--- src/rtl/dmx_rx_decoder.sv ---
// DMX512 receive decoder: detects break / mark-after-break, deserialises
// 8N2 slots from the resynchronised line and streams data slots of
// start-code-0x00 frames into a slot-indexed memory write port.
module dmx_rx_decoder #(
    parameter int unsigned CLK_FREQ  = 20_000_000,
    parameter int unsigned BAUD_RATE = 250_000,
    parameter int unsigned MAX_SLOTS = 512
) (
    input  logic       clk,
    input  logic       rst,
    input  logic       dmx_rx,
    output logic       wr_en,
    output logic [9:0] wr_addr,
    output logic [7:0] wr_data,
    output logic       frame_done,
    output logic [9:0] slot_count,
    output logic       err_framing
);

    localparam int unsigned BIT_T     = CLK_FREQ / BAUD_RATE;
    localparam int unsigned HALF      = BIT_T / 2;
    localparam int unsigned CYC_US    = CLK_FREQ / 1_000_000;
    localparam int unsigned BRK_MIN   = CYC_US * 88;
    localparam int unsigned MAB_MIN   = CYC_US * 8;
    // Low time already elapsed when a 0x00 byte with a low stop bit is seen
    localparam int unsigned BRK_PRE   = 9 * BIT_T + HALF;
    localparam int unsigned CNT_MAX_A = (BRK_MIN > BRK_PRE) ? BRK_MIN : BRK_PRE;
    localparam int unsigned CNT_MAX   = (CNT_MAX_A > BIT_T) ? CNT_MAX_A : BIT_T;
    localparam int unsigned CNT_W     = $clog2(CNT_MAX + 1);
    localparam int unsigned SLOT_W    = $clog2(MAX_SLOTS + 1);

    typedef enum logic [2:0] {
        S_IDLE  = 3'd0,
        S_BRK   = 3'd1,
        S_MAB   = 3'd2,
        S_START = 3'd3,
        S_DATA  = 3'd4,
        S_STOP  = 3'd5,
        S_GAP   = 3'd6
    } state_t;

    state_t              state;
    state_t              state_next;
    logic [1:0]          sync;
    logic                rxs;
    logic [CNT_W-1:0]    cnt;
    logic [CNT_W-1:0]    cnt_next;
    logic [CNT_W-1:0]    cnt_inc;
    logic [2:0]          bit_idx;
    logic [2:0]          bit_idx_next;
    logic [7:0]          shreg;
    logic [7:0]          shreg_next;
    logic [SLOT_W-1:0]   slot;
    logic [SLOT_W-1:0]   slot_next;
    logic [7:0]          start_code;
    logic [7:0]          start_code_next;
    logic                wr_en_next;
    logic [9:0]          wr_addr_next;
    logic [7:0]          wr_data_next;
    logic                frame_done_next;
    logic [9:0]          slot_count_next;
    logic                err_framing_next;

    logic                brk_ok;
    logic                mab_ok;
    logic                half_tick;
    logic                bit_tick;
    logic                byte_zero;
    logic                sc_zero;
    logic                last_slot;
    logic                has_data;

    assign rxs       = sync[1];
    assign cnt_inc   = (cnt == CNT_W'(CNT_MAX)) ? cnt : cnt + CNT_W'(1);
    assign brk_ok    = (cnt >= CNT_W'(BRK_MIN));
    assign mab_ok    = (cnt >= CNT_W'(MAB_MIN));
    assign half_tick = (cnt == CNT_W'(HALF));
    assign bit_tick  = (cnt == CNT_W'(BIT_T - 1));
    assign byte_zero = (shreg == 8'h00);
    assign sc_zero   = (start_code == 8'h00);
    assign last_slot = (slot == SLOT_W'(MAX_SLOTS));
    assign has_data  = (slot >= SLOT_W'(2));

    // Two-flop resynchroniser for the asynchronous line, idle high
    always_ff @(posedge clk) begin
        if (rst) begin
            sync <= 2'b11;
        end else begin
            sync <= {sync[0], dmx_rx};
        end
    end

    // FSM state register
    always_ff @(posedge clk) begin
        if (rst) begin
            state <= S_IDLE;
        end else begin
            state <= state_next;
        end
    end

    // FSM next-state decode
    always_comb begin
        state_next = state;
        case (state)
            S_IDLE: begin
                if (!rxs) state_next = S_BRK;
            end
            S_BRK: begin
                if (rxs) state_next = brk_ok ? S_MAB : S_IDLE;
            end
            S_MAB: begin
                if (!rxs) state_next = mab_ok ? S_START : S_BRK;
            end
            S_START: begin
                if (half_tick) state_next = rxs ? S_IDLE : S_DATA;
            end
            S_DATA: begin
                if (bit_tick && (bit_idx == 3'd7)) state_next = S_STOP;
            end
            S_STOP: begin
                if (bit_tick) begin
                    if (rxs) begin
                        state_next = (last_slot && sc_zero) ? S_IDLE : S_GAP;
                    end else begin
                        state_next = byte_zero ? S_BRK : S_IDLE;
                    end
                end
            end
            S_GAP: begin
                if (!rxs) state_next = S_START;
            end
            default: state_next = S_IDLE;
        endcase
    end

    // Datapath and output next-values
    always_comb begin
        cnt_next         = cnt_inc;
        bit_idx_next     = bit_idx;
        shreg_next       = shreg;
        slot_next        = slot;
        start_code_next  = start_code;
        wr_en_next       = 1'b0;
        wr_addr_next     = wr_addr;
        wr_data_next     = wr_data;
        frame_done_next  = 1'b0;
        slot_count_next  = slot_count;
        err_framing_next = 1'b0;
        case (state)
            S_IDLE: begin
                cnt_next = '0;
            end
            S_BRK: begin
                if (rxs) cnt_next = '0;
            end
            S_MAB: begin
                if (!rxs) begin
                    cnt_next = '0;
                    if (mab_ok) slot_next = '0;
                end
            end
            S_START: begin
                if (half_tick) begin
                    cnt_next     = '0;
                    bit_idx_next = 3'd0;
                end
            end
            S_DATA: begin
                if (bit_tick) begin
                    cnt_next     = '0;
                    shreg_next   = {rxs, shreg[7:1]};
                    bit_idx_next = bit_idx + 3'd1;
                end
            end
            S_STOP: begin
                if (bit_tick) begin
                    cnt_next = '0;
                    if (rxs) begin
                        if (slot == '0) begin
                            start_code_next = shreg;
                        end else if (sc_zero) begin
                            wr_en_next   = 1'b1;
                            wr_addr_next = 10'(slot - SLOT_W'(1));
                            wr_data_next = shreg;
                            if (last_slot) begin
                                frame_done_next = 1'b1;
                                slot_count_next = 10'(MAX_SLOTS);
                            end
                        end
                        if (!last_slot) slot_next = slot + SLOT_W'(1);
                    end else if (byte_zero) begin
                        cnt_next = CNT_W'(BRK_PRE);
                        if (has_data && sc_zero) begin
                            frame_done_next = 1'b1;
                            slot_count_next = 10'(slot - SLOT_W'(1));
                        end
                    end else begin
                        err_framing_next = 1'b1;
                    end
                end
            end
            S_GAP: begin
                if (!rxs) cnt_next = '0;
            end
            default: begin
                cnt_next = '0;
            end
        endcase
    end

    // Datapath and registered outputs
    always_ff @(posedge clk) begin
        if (rst) begin
            cnt         <= '0;
            bit_idx     <= '0;
            shreg       <= '0;
            slot        <= '0;
            start_code  <= '0;
            wr_en       <= 1'b0;
            wr_addr     <= '0;
            wr_data     <= '0;
            frame_done  <= 1'b0;
            slot_count  <= '0;
            err_framing <= 1'b0;
        end else begin
            cnt         <= cnt_next;
            bit_idx     <= bit_idx_next;
            shreg       <= shreg_next;
            slot        <= slot_next;
            start_code  <= start_code_next;
            wr_en       <= wr_en_next;
            wr_addr     <= wr_addr_next;
            wr_data     <= wr_data_next;
            frame_done  <= frame_done_next;
            slot_count  <= slot_count_next;
            err_framing <= err_framing_next;
        end
    end

endmodule

--- config.mk ---
export PLATFORM = sky130hd
export DESIGN_NAME = dmx_rx_decoder
export DESIGN_NICKNAME = d
export VERILOG_FILES = /design/src/rtl/dmx_rx_decoder.sv
export SDC_FILE = /design/constraint.sdc
export NUM_CORES = 1
export LEC_CHECK = 0
export CAP_MARGIN = 5
export CORE_AREA = 2 2 80 82
export DETAILED_ROUTE_END_ITERATION = 8
export DIE_AREA = 0 0 82 84
export PLACE_DENSITY_LB_ADDON = 0.12
export SYNTH_ARGS = -nofsm -noshare
export SYNTH_HDL_FRONTEND = slang
export SYNTH_SLANG_ARGS = --single-unit
--- constraint.sdc ---
create_clock -name clk -period 3.8 [get_ports clk]
set_input_delay 0.38 -clock clk [delete_from_list [all_inputs] [get_ports clk]]
set_output_delay 0.38 -clock clk [all_outputs]
set_load 0.1 [all_outputs]
==> impl_metrics.env <==
export IMPL_status="completed"
export IMPL_fmax_mhz=365
export IMPL_holdBufCountCts=0
export IMPL_powerDensity_mw_per_mm2=387
export IMPL_cts_setup_buffers=0
export IMPL_worst_ep_arrival_time_ns=3.01
export IMPL_path_max_fanout=12
export IMPL_synth_area_top_cells="dfxtp_1, nor2_1, mux2i_1"
export IMPL_hold_violations=0
export IMPL_synth_seq_cells=76
export IMPL_slew_headroom=0.346
export IMPL_clk_pin_slew_ns=0.08
export IMPL_clk_latency_ns=0.36
export IMPL_dp_worst_setup_slack_ns=1.17
export IMPL_area_delta_synth_final_pct=17.0
export IMPL_ys_types=56
export IMPL_netlist_instances=401
export IMPL_slowest_delay_ns=0.52
export IMPL_critPathTopFamily="simple AND/OR/NAND/NOR gates"
export IMPL_clock_sinks=76
export IMPL_antenna_found_initial=0
export IMPL_dp_cells=489
export IMPL_fin_nets=433
export IMPL_cp_num_cells=5
export IMPL_irDropWorstVdd_v=0.000301
export IMPL_first_iter_violations=199
export IMPL_max_cap_violations=0
export IMPL_start_util=0.588
export IMPL_rows=29
export IMPL_reg2reg_depth=5
export IMPL_cp_start_kind="flip-flop"
export IMPL_die_area_mm2=0.00689
export IMPL_clock_skew_ns=0.0119
export IMPL_cts_repair_resized=0
export IMPL_core_area_mm2=0.00610
export IMPL_numCtsBuffers=9
export IMPL_cts_root_buf="clkbuf_8"
export IMPL_final_antenna_net_count=0
export IMPL_grt_use_total=0.249
export IMPL_hold_slack_ns=0.418
export IMPL_overflow=0
export IMPL_finalMaxSlewViolations=0
export IMPL_yosysTopAreaCell="dfxtp_1"
export IMPL_clockBufferDepth=2
export IMPL_final_cells=505
export IMPL_first_pass_iters=4
export IMPL_rsz0062_at_grt="false"
export IMPL_grt_pass1_wl_mm=13.2
export IMPL_synth_async_reset_ratio=0
export IMPL_synthFlopType="dfxtp_1"
export IMPL_yosysSeqAreaShare=0.424
export IMPL_holdCritPathClass="reg -> reg"
export IMPL_crit_path_cell_trace="nand3b_1, nor4_4, nor2b_1, nand4b_1, o2bb2ai_1"
export IMPL_synth_cell_area_mm2=0.00359
export IMPL_crit_type="reg -> reg"
export IMPL_ys_warn_count=0
export IMPL_worst_slew_pin_slew_ns=0.978
export IMPL_num_antenna_cells=0
export IMPL_setup_viol_count_final=0
export IMPL_htreeDepth=3
export IMPL_tritoncts="built"
export IMPL_synth_top_cell_area_share=0.424
export IMPL_via_per_inst=5.85
export IMPL_hold_depth=1
export IMPL_synth_avg_cell_area_um2=8.94
export IMPL_port_buffers=33
export IMPL_p_leak_nw=1.39
export IMPL_crit_slowest_cell="dfxtp_1"
export IMPL_layout_drive_gt1_share=0.114
export IMPL_synth_edff_count=0
export IMPL_die_w_um=82
export IMPL_end_kind="flip-flop"
export IMPL_wirelength_mm=7.80
export IMPL_timing_final_ws_setup_ns=1.06
export IMPL_fill_cells=497
export IMPL_ios=34
export IMPL_fin_setup_tns_ns=0
export IMPL_dieHeight_um=84
export IMPL_dp_hpwl_mm=5.30
export IMPL_grt_pass1_vias=2745
export IMPL_timing_final_crit_share=0.721
export IMPL_cp_required_ns=4.07
export IMPL_drc=0
export IMPL_num_vias=2956
export IMPL_syn_nets=411
export IMPL_gp_congestion=0.883
export IMPL_min_period_ns=2.74
export IMPL_grt_max_degree=51
export IMPL_wl_per_cell_um=15.4
export IMPL_cp_buffers_inverters=0
## placed cells by master, fill, tap and decap left out, types with 6 or more instances in the layout
cell type        Yosys  layout
a211oi_2             9       9
a21oi_1             27      27
a31oi_1              6       6
clkbuf_8             0      11
clkdlybuf4s50_1      0      32
dfxtp_1             76      76
ha_1                 7       7
inv_1                8       8
mux2i_1             18      18
nand2_1             35      35
nand3_1             11      11
nor2_1              50      50
nor2b_1              6       6
nor3_1              10      10
nor4_1               9       8
o21ai_1             10      10
o2bb2ai_1            9       9
or4_1               10      10
xnor2_1              9       9
xor2_1               7       7
## kinds of logic after synthesis
logic type | after synthesis | share of synthesized area
flops | 76 | 0.424
simple gates | 170 | 0.260
mux | 19 | 0.0534
buf+inv | 35 | 0.0426
compound gates | 78 | 0.156
xor+xnor | 16 | 0.0391
fa+ha+maj | 7 | 0.0244
## synth_stat cells (3+ instances only)
| cell | count |
|---|---|
| clkbuf_1 | 19 |
| nand4b_1 | 3 |
| nand2b_1 | 4 |
| or3_1 | 4 |
| o2bb2ai_1 | 9 |
| a21oi_1 | 27 |
| nand4_1 | 5 |
| o21ai_1 | 10 |
| dfxtp_1 | 76 |
| a211oi_2 | 9 |
| nor2_1 | 50 |
| or2_2 | 3 |
| or4_1 | 10 |
| nand3_1 | 11 |
| a31oi_1 | 6 |
| ha_1 | 7 |
| nand2_1 | 35 |
| o21ai_0 | 3 |
| nor4_1 | 9 |
| buf_2 | 4 |
| mux2i_1 | 18 |
| nor3_1 | 10 |
| nor2b_1 | 6 |
| nand3b_1 | 3 |
| inv_1 | 8 |
| xor2_1 | 7 |
| xnor2_1 | 9 |
## power breakdown
group | switching (mW) | total (mW) | internal [mW]
registers | 0.00562 | 0.804 | 0.798
clock network | 0.308 | 0.783 | 0.474
logic | 0.0251 | 0.0356 | 0.0105
## per-layer routing
metal,track usage,share of wire,vias up
met5,0,0,-
met4,0.111,0.019,0
met3,0.0433,0.047,13
met2,0.363,0.45,83
met1,0.357,0.48,1384
li1,-,-,1476
## flip-flops by register name, summed over array words and instances (netlist names)
name,flops
cnt,11
slot,10
slot_count,10
wr_addr,10
shreg,8
start_code,8
wr_data,8
bit_idx,3
state,3
sync,2
err_framing,1
frame_done,1
wr_en,1
## layout make-up
type | instances | area [um2] | area share
clock buffers | 11 | 151 | 0.0361
clock inverters | 5 | 108 | 0.0256
inverters | 8 | 30.0 | 0.00716
multi-input cells | 290 | 1930 | 0.459
flip-flops and latches | 76 | 1520 | 0.363
well taps | 77 | 96.3 | 0.0230
repair buffers | 38 | 363 | 0.0865
## metrics by stage
step | instance area [um2] | utilization | total power [mW]
6_report | 4200 | 0.688 | 1.62
5_1_grt | 4200 | 0.688 | 1.67
4_1_cts | 4200 | 0.688 | 1.63
3_5_place_dp | 3940 | 0.646 | 0.858
3_3_place_gp | 3940 | 0.646 | 0.857
2_1_floorplan | 3590 | - | 0.849
## worst paths after layout
kind | start | to | slack (ns)
setup / recovery | state[0] | slot_count[2] | 1.06
hold / removal | sync[0] | sync[1] | 0.42
setup reg to reg | state[0] | slot_count[2] | 1.06
hold reg to reg | sync[0] | sync[1] | 0.42
Note: power is estimated with default switching activity, not from simulation.
